<file path="config.mk">
export PLATFORM = sky130hd
export DESIGN_NAME = trireg_bus_keeper
export DESIGN_NICKNAME = d
export VERILOG_FILES = /design/src/rtl/trireg_bus_keeper.sv
export SDC_FILE = /design/constraint.sdc
export NUM_CORES = 1
export LEC_CHECK = 0
export ABC_AREA = 1
export CORE_ASPECT_RATIO = 0.7
export CORE_MARGIN = 8
export CORE_UTILIZATION = 40
export CTS_CLUSTER_DIAMETER = 80
export DETAILED_ROUTE_END_ITERATION = 10
export HOLD_SLACK_MARGIN = 0.12
export PLACE_DENSITY = 0.83
export SLEW_MARGIN = 20
export SYNTH_ARGS = -nofsm -noshare
export SYNTH_HDL_FRONTEND = slang
export SYNTH_SLANG_ARGS = --single-unit
</file>
<file path="constraint.sdc">
create_clock -name clk -period 1.5 [get_ports clk]
set_input_delay 0.3 -clock clk [delete_from_list [all_inputs] [get_ports clk]]
set_output_delay 0.3 -clock clk [all_outputs]
set_load 0.01 [all_outputs]
</file>
<file path="src/rtl/trireg_bus_keeper.sv">
// trireg_bus_keeper: resolves enabled drivers onto one bus and holds the last value until it decays
module trireg_bus_keeper #(
  parameter int WIDTH = 16,
  parameter int NDRV = 4,
  parameter int DECAY_CYCLES = 50,
  parameter int RESOLVE = 0,
  parameter logic [WIDTH-1:0] DECAY_VAL = '0,
  localparam int CNT_W = $clog2(DECAY_CYCLES + 2)
) (
  input  logic                  clk,
  input  logic                  rst_n,
  input  logic [NDRV-1:0]       drv_en,
  input  logic [NDRV*WIDTH-1:0] drv_data,
  input  logic                  err_clr,
  output logic [WIDTH-1:0]      bus_q,
  output logic                  bus_valid,
  output logic                  contention,
  output logic                  contention_err,
  output logic                  decayed,
  output logic [CNT_W-1:0]      hold_cnt
);
  typedef enum logic [1:0] {DRIVEN, HOLD, DECAYED, CONTEND} state_t;
  state_t state;
  logic [WIDTH-1:0] and_v, or_v;
  logic [CNT_W-1:0] cnt_inc;
  logic agree, driven, decay_hit, enter_contend;
  always_comb begin
    and_v = '1;
    or_v = '0;
    for (int i = 0; i < NDRV; i++) begin
      and_v = drv_en[i] ? (and_v & drv_data[i*WIDTH +: WIDTH]) : and_v;
      or_v = drv_en[i] ? (or_v | drv_data[i*WIDTH +: WIDTH]) : or_v;
    end
  end
  // AND equals OR over the enabled set exactly when every enabled driver agrees
  assign agree = and_v == or_v;
  assign driven = |drv_en;
  assign enter_contend = driven && !agree;
  assign cnt_inc = &hold_cnt ? hold_cnt : hold_cnt + CNT_W'(1);
  assign decay_hit = (DECAY_CYCLES > 0) && (cnt_inc == CNT_W'(DECAY_CYCLES));
  assign contention = state == CONTEND;
  assign decayed = state == DECAYED;
  always_ff @(posedge clk or negedge rst_n) begin
    if (!rst_n) begin
      state <= DECAYED;
      bus_q <= DECAY_VAL;
      bus_valid <= 1'b0;
      contention_err <= 1'b0;
      hold_cnt <= '0;
    end else begin
      if (driven) begin
        hold_cnt <= '0;
        state <= agree ? DRIVEN : CONTEND;
        bus_q <= agree ? and_v : ((RESOLVE != 0) ? or_v : and_v);
        bus_valid <= agree;
      end else if (state != DECAYED) begin
        state <= decay_hit ? DECAYED : HOLD;
        bus_q <= decay_hit ? DECAY_VAL : bus_q;
        bus_valid <= !decay_hit && bus_valid;
        hold_cnt <= decay_hit ? '0 : cnt_inc;
      end
      contention_err <= enter_contend || (contention_err && !err_clr);
    end
  end
endmodule

</file>
==> flow_summary.toml <==
[synthesis]
yosys.area.top_type_share_pct = 32.8
synth.most_common_cell = "nand2_1"
yosysWarnings = 0
synth-async-reset-ratio_pct = 100
netlist_area_um2 = 2500
ys_types = 30
yosys-top-cells-area = "nand2_1 33%, dfrtp_1 25%, inv_1 12%"
synth-edff-count = 0
synth-main-ff-cell = "dfrtp_1"
yosys-top-cells-count = "219 x nand2_1, 78 x inv_1, 25 x dfrtp_1"
ys_seq_area_share_pct = 26.0
yosys_register_bits = 26
synth.largest_area_cell = "nand2_1"
syn_nets = 510
syn_avg_cell_area_um2 = 5.73
syn_inst = 437

[place]
postPlaceCellArea_um2 = 3740
hpwlAfterDp_um = 6840
numPortBuffers = 96
dp_cells = 634
place_congestion = 0.873
place_ws_ns = -0.672

[route]
drtPass1Iterations = 7
ant_nets = 0
viasPerCell = 4.91
drt_iter0_drc = 169
vias = 3214
drt-total-wl_um = 9590
avgRoutedWirePerCell_um = 14.6
drc = 0

[worst_setup_path]
path_buf_inv = 0
cp.arrival_ns = 1.88
crit_required_ns = 1.67
max_stage_delay_ns = 0.42
path_max_fanout = 4
cp_top_family = "simple AND/OR/NAND/NOR gates"
path_class = "register to register"
critPathCaptureType = "register"
path_cells = "ha_4, nand2_4, o21ai_4, o21ai_2, nor3b_2, nand2_2, nand2_4, nand2_4, nand2_2, nand2_1"
crit_top_cell = "nand2_4"
cp_slowest_cell = "dfrtp_1"
startpoint_type = "register"

[layout]
area_delta_synth_final_pct = 65.0
seq_area_um2 = 656
drive_above_1_share_pct = 22.5
fill_cells = 495
final_area_um2 = 4130
finalNetCount = 651
final_cells = 655
diodes = 0
multi_input_area_um2 = 1580

[global_routing]
grt_max_degree = 27
grt_pass1_vias = 3152
grt_pass1_wl_um = 14600
track_usage_pct = 19.4
grt_antenna_before_repair = 0
grt-ovfl-total = 0

[clock_network]
clock_latency_ns = 0.28
htreeDepth = 1
clockBufferDepth = 2
cts_root_buffer = "clkbuf_8"
cts.sinks = 26
numCtsBuffers = 3
clkTransAtPathRegs_ns = 0.09
cts_tree = "done"

[floorplanning]
rows = 24
die_h_um = 82.2
die_x_um = 111
ios = 97
start_util_pct = 40.7
dieArea_um2 = 9090
core_area_um2 = 6160

[sta]
fmax_mhz = 584
finalSetupViolations = 22
slew_violations = 0
grt_setup_unrepaired = "yes"
whs_ns = 0.388
skew_ns = 0.0106
fin_ws_ns = -0.212
tightest_slew_ns = 0.326
finalHoldViolations = 0
fin_crit_sh_pct = 114
period_minus_slack_ns = 1.71
slew_headroom_pct = 78.3

[pwr]
cellPowerDensity_nw_per_um2 = 502
peakVddDrop_v = 0.000300
finalPower_mw = 2.08
p_leak_nw = 2.75

[job]
drv_cap = 0

[status]
violations = "negative setup slack"
status = "complete, but fails checks"

[min_path]
worstHoldPathType = "primary input to asynchronous set/reset pin"
area by class of cell:
| class | count | share of cell area, % |
|---|---|---|
| repair buffers | 152 | 34.8 |
| flip-flops and latches | 26 | 15.9 |
| well taps | 78 | 2.36 |
| multi-input cells | 315 | 38.3 |
| clock buffers | 4 | 1.33 |
| inverters | 80 | 7.32 |
layout by cell type (no fill, tap or decap), types with 2 or more instances in the layout:
cell type	count
dfrtp_1	22
buf_4	43
clkdlybuf4s50_1	2
or2_2	3
xor2_1	2
nand2_1	199
clkbuf_8	4
inv_2	5
buf_12	2
dlygate4sd2_1	53
nor2_2	2
or3_1	6
nor2_1	12
o21ai_2	8
nand4_1	19
buf_2	7
nand2_4	5
nand2_2	22
buf_6	7
nand3_2	2
o22ai_1	2
a21oi_2	3
dfrtp_2	3
nand3_1	8
nand2_8	2
inv_1	74
o21ai_1	9
dlymetal6s2s_1	35
final timing paths:
| check | endpoint | from | cells past startpoint | slack (ns) |
|---|---|---|---|---|
| hold / removal | bus_q[12] | rst_n | 2 | 0.39 |
| max in group asynchronous | state[1] | rst_n | 2 | 0.82 |
| hold reg to reg | bus_q[5] | bus_q[5] | 2 | 0.49 |
| setup / recovery | bus_q[7] | hold_cnt[1] | 10 | -0.21 |
| min in group clk | bus_q[5] | bus_q[5] | 2 | 0.49 |
| setup reg to reg | bus_q[7] | hold_cnt[1] | 10 | -0.21 |
power by group:
group	total, mW	leakage (nW)	internal (mW)	switching [mW]
clock network	0.452	0.0288	0.235	0.217
logic	0.841	2.40	0.414	0.427
registers	0.783	0.323	0.746	0.0376
per-layer routing:
layer  vias up  global-route usage, %  wire length, um
li1       1598                      -                -
met1      1444                   23.9             4340
met2       156                   34.6             4430
met3        16                   4.40              719
met4         0                   3.76              104
met5         -                      0                0
sequential cells by signal, summed over array words and instances, names as in the netlist:
| name | count |
|---|---|
| contention_err | 1 |
| state | 2 |
| hold_cnt | 6 |
| bus_valid | 1 |
| bus_q | 16 |
cell families after synthesis:
family	after synthesis	share of synthesized area (%)
flip-flops	26	26.0
adder cells (fa/ha/maj)	2	0.999
multiplexers	1	0.450
AO/OA/AOI/OAI	26	5.49
AND/OR/NAND/NOR	282	48.3
XOR/XNOR	2	0.699
buffers and inverters	98	18.1
per-stage QoR:
stage,util (%),TNS (ns)
6_report,67.2,-3.75
5_1_grt,67.2,-6.16
4_1_cts,63.9,-1.85
3_5_place_dp,60.8,-13.32
3_3_place_gp,60.8,-11.95
2_1_floorplan,-,-1.51
timing repair:
action | 4_1_cts | 5_1_grt
pin swaps | 27 | 21
gates resized for setup | 117 | 63
hold buffers | 0 | 0
buffers inserted | 9 | 2
endpoints found under the hold margin | 0 | 0
endpoints found under the setup margin | 45 | 34
cloned | 3 | 3
No activity file was read; power rests on OpenSTA's default activity.
